$ cat src/rtl/mnist_infer_ctrl.sv
// Sequencer and result stage for the two-layer MNIST datapath: issues one
// datapath pulse per request, captures the class scores, finds their argmax serially and holds the result until acknowledged.
module mnist_infer_ctrl #(
    parameter int unsigned PIPE_LAT = 4,
    parameter int unsigned DW       = 32,
    parameter int unsigned NCLS     = 10
) (
    input  logic               clk,
    input  logic               rst,
    input  logic               start,
    output logic               ready,
    output logic               layer_valid,
    input  logic [NCLS*DW-1:0] scores,
    output logic               busy,
    output logic               done,
    output logic [3:0]         class_idx,
    output logic [DW-1:0]      class_score,
    input  logic               res_ack,
    output logic [15:0]        inf_count
);

    localparam int unsigned PW  = (NCLS > 2) ? $clog2(NCLS) : 1;
    localparam int unsigned WCW = (PIPE_LAT > 1) ? $clog2(PIPE_LAT) : 1;

    localparam logic [2:0] S_IDLE  = 3'd0;
    localparam logic [2:0] S_ISSUE = 3'd1;
    localparam logic [2:0] S_WAIT  = 3'd2;
    localparam logic [2:0] S_SCAN  = 3'd3;
    localparam logic [2:0] S_HOLD  = 3'd4;

    logic [2:0]           r_state;
    logic [2:0]           w_next;
    logic [WCW-1:0]       r_wcnt;
    logic [PW-1:0]        r_ptr;
    logic [PW-1:0]        r_best_idx;
    logic signed [DW-1:0] r_best;
    logic signed [DW-1:0] r_bank [NCLS];
    logic signed [DW-1:0] w_cand;
    logic                 w_win;
    logic                 w_wait_last;
    logic                 w_scan_last;

    logic                 r_ready;
    logic                 r_layer_valid;
    logic                 r_busy;
    logic                 r_done;
    logic [3:0]           r_class_idx;
    logic [DW-1:0]        r_class_score;
    logic [15:0]          r_inf_count;

    assign w_wait_last = (r_wcnt == WCW'(PIPE_LAT - 1));
    assign w_scan_last = (r_ptr == PW'(NCLS - 1));
    assign w_cand      = r_bank[r_ptr];
    // Strict greater-than: ties keep the lower index.
    assign w_win       = (w_cand > r_best);

    always_ff @(posedge clk or posedge rst) begin
        if (rst) begin
            r_state <= S_IDLE;
        end else begin
            r_state <= w_next;
        end
    end

    always_comb begin
        w_next = r_state;
        case (r_state)
            S_IDLE:  if (start) w_next = S_ISSUE;
            S_ISSUE: w_next = S_WAIT;
            S_WAIT:  if (w_wait_last) w_next = S_SCAN;
            S_SCAN:  if (w_scan_last) w_next = S_HOLD;
            S_HOLD:  if (res_ack) w_next = S_IDLE;
            default: w_next = S_IDLE;
        endcase
    end

    // Status outputs are registered from the next state so they line up with it.
    always_ff @(posedge clk or posedge rst) begin
        if (rst) begin
            r_ready       <= 1'b1;
            r_layer_valid <= 1'b0;
            r_busy        <= 1'b0;
            r_done        <= 1'b0;
        end else begin
            r_ready       <= (w_next == S_IDLE);
            r_layer_valid <= (w_next == S_ISSUE);
            r_busy        <= (w_next == S_ISSUE) || (w_next == S_WAIT) || (w_next == S_SCAN);
            r_done        <= (w_next == S_HOLD);
        end
    end

    always_ff @(posedge clk or posedge rst) begin
        if (rst) begin
            r_wcnt        <= '0;
            r_ptr         <= '0;
            r_best_idx    <= '0;
            r_best        <= '0;
            r_class_idx   <= '0;
            r_class_score <= '0;
            r_inf_count   <= '0;
            for (int i = 0; i < int'(NCLS); i++) begin
                r_bank[i] <= '0;
            end
        end else begin
            case (r_state)
                S_ISSUE: r_wcnt <= '0;
                S_WAIT: begin
                    r_wcnt <= r_wcnt + WCW'(1);
                    if (w_wait_last) begin
                        for (int i = 0; i < int'(NCLS); i++) begin
                            r_bank[i] <= scores[i*DW +: DW];
                        end
                        r_best     <= scores[DW-1:0];
                        r_best_idx <= '0;
                        r_ptr      <= PW'(1);
                    end
                end
                S_SCAN: begin
                    if (w_win) begin
                        r_best     <= w_cand;
                        r_best_idx <= r_ptr;
                    end
                    r_ptr <= r_ptr + PW'(1);
                    if (w_scan_last) begin
                        r_class_idx   <= 4'(w_win ? r_ptr : r_best_idx);
                        r_class_score <= w_win ? w_cand : r_best;
                    end
                end
                S_HOLD: if (res_ack) r_inf_count <= r_inf_count + 16'd1;
                default: ;
            endcase
        end
    end

    assign ready       = r_ready;
    assign layer_valid = r_layer_valid;
    assign busy        = r_busy;
    assign done        = r_done;
    assign class_idx   = r_class_idx;
    assign class_score = r_class_score;
    assign inf_count   = r_inf_count;

endmodule

$ cat config.mk
export PLATFORM = sky130hd
export DESIGN_NAME = mnist_infer_ctrl
export DESIGN_NICKNAME = d
export VERILOG_FILES = /design/src/rtl/mnist_infer_ctrl.sv
export SDC_FILE = /design/constraint.sdc
export NUM_CORES = 1
export LEC_CHECK = 0
export CAP_MARGIN = 20
export CORE_AREA = 2 2 186 279
export CTS_BUF_LIST = sky130_fd_sc_hd__clkbuf_16
export DETAILED_ROUTE_END_ITERATION = 16
export DIE_AREA = 0 0 188 281
export PLACE_DENSITY = 0.62
export SLEW_MARGIN = 10
export SYNTH_ARGS = -nofsm -noshare
export SYNTH_HDL_FRONTEND = slang
export SYNTH_SLANG_ARGS = --single-unit
$ cat constraint.sdc
create_clock -name clk -period 40.8 [get_ports clk]
set_input_delay 8.16 -clock clk [delete_from_list [all_inputs] [get_ports clk]]
set_output_delay 8.16 -clock clk [all_outputs]
set_load 0.05 [all_outputs]
After elaboration in Yosys (flattened, before gate mapping)
Cells that the tools add are included.

word-level totals
  logic and storage cells = 66
  output and inout bits = 56
  flip-flop bits (word level) = 421
  input bits = 324

cells by class
  bitwise gates (word level) = 1
  magnitude comparators = 2
  eq/ne operators = 11
  multiplexer cells = 17
  reduce and logical (&&, ||, !) cells = 10
  add/subtract/negate cells = 3

operators with widths
  kind                                                  number
  binary-select mux 32 bit (select 4 bit)               1
  two-way mux 32 bit                                    4
  one-hot mux 32 bit (2 select lines)                   1
  > comparator 32 bit                                   1
  adder 16 x 1 -> 16 bit (second input constant)        1
  one-hot mux 4 bit (2 select lines)                    2
  one-hot mux 3 bit (5 select lines)                    1
  equality test 3 x 2 -> 1 bit (second input constant)  4
  two-way mux 3 bit                                     4
  two-way mux 4 bit                                     3
  AND reduction 2 bit                                   4
  equality test 3 x 1 -> 1 bit (second input constant)  2
  equality test 3 bit (second input constant)           2
  zero test 3 bit                                       2
  >= comparator 5 bit (second input constant)           1
  NOT 4 -> 5 bit                                        1
  adder 4 x 1 -> 4 bit (second input constant)          1
  equality test 4 bit (second input constant)           1
  one-hot mux 2 bit (2 select lines)                    1
  nonzero test 2 bit                                    2
  adder 2 x 1 -> 2 bit (second input constant)          1
  equality test 2 bit (second input constant)           1
  logical OR 1 bit                                      2
  inequality test 2 bit (second input constant)         1

Longest topological paths before layout
  depth in word-level cells = 7
  gate-level depth with buffers = 15

Least setup slack after synthesis
OpenSTA, ideal clock, no wires.

  path kind = in2reg
  from = input port res_ack
  to = register r_inf_count[15] (netlist: inf_count[15])
  arrival time = 9.224 ns
  cell stages on the path = 7
  path buffers = 1
  setup slack = 31.436 ns
  path through = and3_1 clkbuf_1 and3_1 nand4_1 inv_1 nand4_1 xnor2_1

on the way
  word-level cells in the longest chain between the ends = 1

RTL lines
  item                                  RTL line  source
  start: declaration                    18        input logic res_ack,
  AND reduction 2 bit (no source line)  n/a
  end signal: assignment                129       S_HOLD: if (res_ack) r_inf_count <= r_inf_count + 16'd1;
  end: declaration                      49        logic [15:0] r_inf_count;

No other way between the ends.
A chain may end at the register's enable or synchronous reset.

Worst setup path in the final report
  from = register r_ready (netlist: ready)
  to = output port ready

RTL lines
  item                      RTL line  source
  start: declaration        43        logic r_ready;
  start signal: assignment  85        r_ready <= (w_next == S_IDLE);
  end: declaration          11        output logic ready,

No word-level cell between the ends.

==> results.toml <==
[clocking]
h-tree-depth = 2
clock-sinks = 421
clk_pin_slew_ps = 60
cts_tree = "done"
root_buffer = "clkbuf_16"
ctsHoldBuffers = 0
cts_buffer_depth = 3
cts_resized = 0
post_cts_buffers = 0
clkLatencyLatePin_ps = 560
cts_buffers = 42

[global_routing]
grt_max_degree = 256
grt_use_total_pct = 24.4
grt_pass1_vias = 16900
grt_pass1_wl_mm = 98.6
grt_overflow_total = 0
antenna_found_initial = 7

[logic_synthesis]
yosysUniqueCellTypes = 51
async_reset_ff_share_pct = 100
yosysTopAreaCell = "dfrtp_1"
synth_edf_count = 0
yosysSeqAreaShare_pct = 53.0
synth-seq-cells = 421
ys.warnings.count = 0
synth_area_leaders = "dfrtp_1, nand2_1, mux2i_1"
synthCells = 2175
synth-main-ff-cell = "dfrtp_1"
synth_area_per_cell_sq_um = 9.14
synth.top_cell.area_share_pct = 52.9
synth_nets = 2535
synthesis.area_sq_um = 19900

[setup_path]
critPathRequiredTime_ps = 32640
slowest_delay_ps = 790
crit_buf_inv = 1
crit_path_start_kind = "flop"
path_class = "flop to output port"
arrival_ps = 1850
path_cells = "clkdlybuf4s50_1"
cp_slowest_cell = "clkdlybuf4s50_1"
cp-end-kind = "output port"
cp_top_family = "buffers and inverters"
r2r_slack_ps = 34430
crit_fanout = 1

[power_and_ir_drop]
p_int_mw = 1.27
pwr-share-clk_pct = 18.0
swShare_pct = 43.4
switchingPower_uw = 974
power_frac_comb_pct = 48.9
p_leak_nw = 12.7
power.density_nw_per_um2 = 88.0
seqPwrFrac_pct = 33.1
irDropWorstVdd_v = 0.0000621

[routing]
drt_iter0_markers = 1135
routed_wl_mm = 64.7
num_vias = 16400
via_per_inst = 5.16
drtAntennaViolNets = 0
dr.pass1.iters = 5
wl_per_cell_microns = 20.3
drc = 0

[place]
numPortBuffers = 379
routabilityCongestion = 0.917
dp_hpwl_mm = 45.6
placed_area_sq_um = 24100

[sta]
final_hold_viol_count = 0
tightest_slew_ps = 1280
rsz0062_at_grt = "false"
max_freq_mhz = 99.9
finClkSkew_ps = 25.3
maxSlewViolCount = 0
min_period_ps = 10010
finalSetupViolCount = 0
max_slew_margin_pct = 14.4
fin_crit_sh_pct = 24.5
setup-tns-final_ps = 0

[cells_and_area]
fin_area_sq_um = 25500
drive_gt1_share_pct = 4.34
area_delta_synth_final_pct = 28.4
multiInputGateArea_sq_um = 8580
nets = 2837
n_fill_cell = 4691
seqCellArea_sq_um = 10500

[die]
coreArea_sq_um = 50400
dieArea_sq_um = 52800
die_x_microns = 188
start_util_pct = 39.4
ioPinCount = 380
die_h_microns = 281
num_rows = 101

[job]
maxCapViolations = 0

[outcome]
status = "completed"

[hold_path]
min_path_type = "flop to flop"
[through the flow]
stage | setup WS, ps | power [mW] | cells | hold slack, ps | util [%]
after floorplan | 20920 | 1.50 | 2175 | 445 | -
after global placement | 30430 | 1.82 | 3102 | 456 | 47.8
after detailed placement | 30410 | 1.85 | 3102 | 461 | 47.8
after CTS | 30760 | 2.26 | 3179 | 477 | 50.6
after global routing | 30740 | 2.41 | 3185 | 488 | 50.6
final | 30790 | 2.25 | 3185 | 472 | 50.6
[worst paths after layout]
path / endpoint / from / depth (start not counted)
worst min-delay path: r_bank[143] / r_bank[143] / 2
worst min register to register: r_bank[143] / r_bank[143] / 2
worst max-delay path: ready / ready / 1
min in group asynchronous: r_bank[99] / rst / 2
max in group asynchronous: done / rst / 3
worst max register to register: class_score[23] / r_ptr[0] / 13
[synthesized netlist by cell type (2+ instances only)]
cell and count:
a21oi_1 18, and2_1 32, mux2_2 2, buf_4 4, nand2_1 988, nor3_1 3
a31oi_1 3, dfrtp_1 420, a21o_1 2, nand4_1 9, inv_1 40, buf_6 3
a22o_1 3, xnor2_1 13, and3_1 37, or2_2 2, nand3_1 10, xor2_1 2
buf_2 55, nand2b_1 2, o21ai_0 13, a31o_2 2, a221o_1 63, mux2i_1 162
ha_1 36, nor2b_1 2, o31a_1 31, clkbuf_1 71, o221ai_1 33, a21oi_2 2
buf_1 6, o22ai_1 33, nor2_1 51, o21ai_1 5
[sequential cells by signal (all words and copies together) (netlist names), 2 cells and up]
name         count
class_idx        4
class_score     32
inf_count       16
r_bank         320
r_best          32
r_best_idx       4
r_ptr            4
r_state          3
r_wcnt           2
[final cells by class]
class	instances	area share [%]
clock inverters	35	1.44
multi-input cells	1574	33.6
well taps	669	3.28
inverters	41	0.632
repair buffers	397	15.5
diodes	6	0.0588
clock buffers	42	4.12
flip-flops and latches	421	41.3
[power groups by stage]
stage,Combinational (mW),Sequential (mW),Clock (mW)
2_1_floorplan,0.749,0.746,0
5_1_grt,1.22,0.766,0.428
3_5_place_dp,1.10,0.748,0
6_report,1.10,0.743,0.404
3_3_place_gp,1.08,0.737,0
4_1_cts,1.11,0.741,0.410
[worst min-delay path, delay by kind of cell, from the launching register on]
kind             cells  cell delay [ps]
DFF                  1              340
and+or+nand+nor      2              100
[placed cells by master, fill, tap and decap left out, types with 15 or more instances in the layout]
| master | instances |
|---|---|
| and2_1 | 32 |
| a221o_1 | 63 |
| dfrtp_1 | 418 |
| a21oi_1 | 18 |
| inv_1 | 44 |
| buf_4 | 15 |
| nor2_1 | 50 |
| clkdlybuf4s50_1 | 379 |
| o221ai_1 | 33 |
| and3_1 | 36 |
| o31a_1 | 31 |
| o22ai_1 | 33 |
| mux2i_1 | 162 |
| nand2_1 | 986 |
| clkbuf_16 | 42 |
| ha_1 | 36 |
[per-layer routing]
metal	vias up	wire, microns	track usage (%)	part of all wire, %
met4	2	3760	14.1	5.8
met5	-	16	0	0.025
met1	7983	25900	30.2	40
li1	7814	-	-	-
met2	524	32000	41.0	49
met3	123	3080	3.12	4.8
[cells by family (layout without fill, tap and decap cells)]
kind of cell               after synthesis  after routing  share of synthesized area (%)
and+or+nand+nor                       1144           1144                           23.1
DFF                                    421            421                           53.0
AOI/OAI and AO/OA                      215            215                           8.80
buffers and inverters                  180            515                           3.93
muxes                                  164            164                           8.27
adders and majority gates               36             36                           2.27
xor gates and xnor gates                15             15                          0.661
other                                    0              6                              0
(Power assumes the default switching activity.)
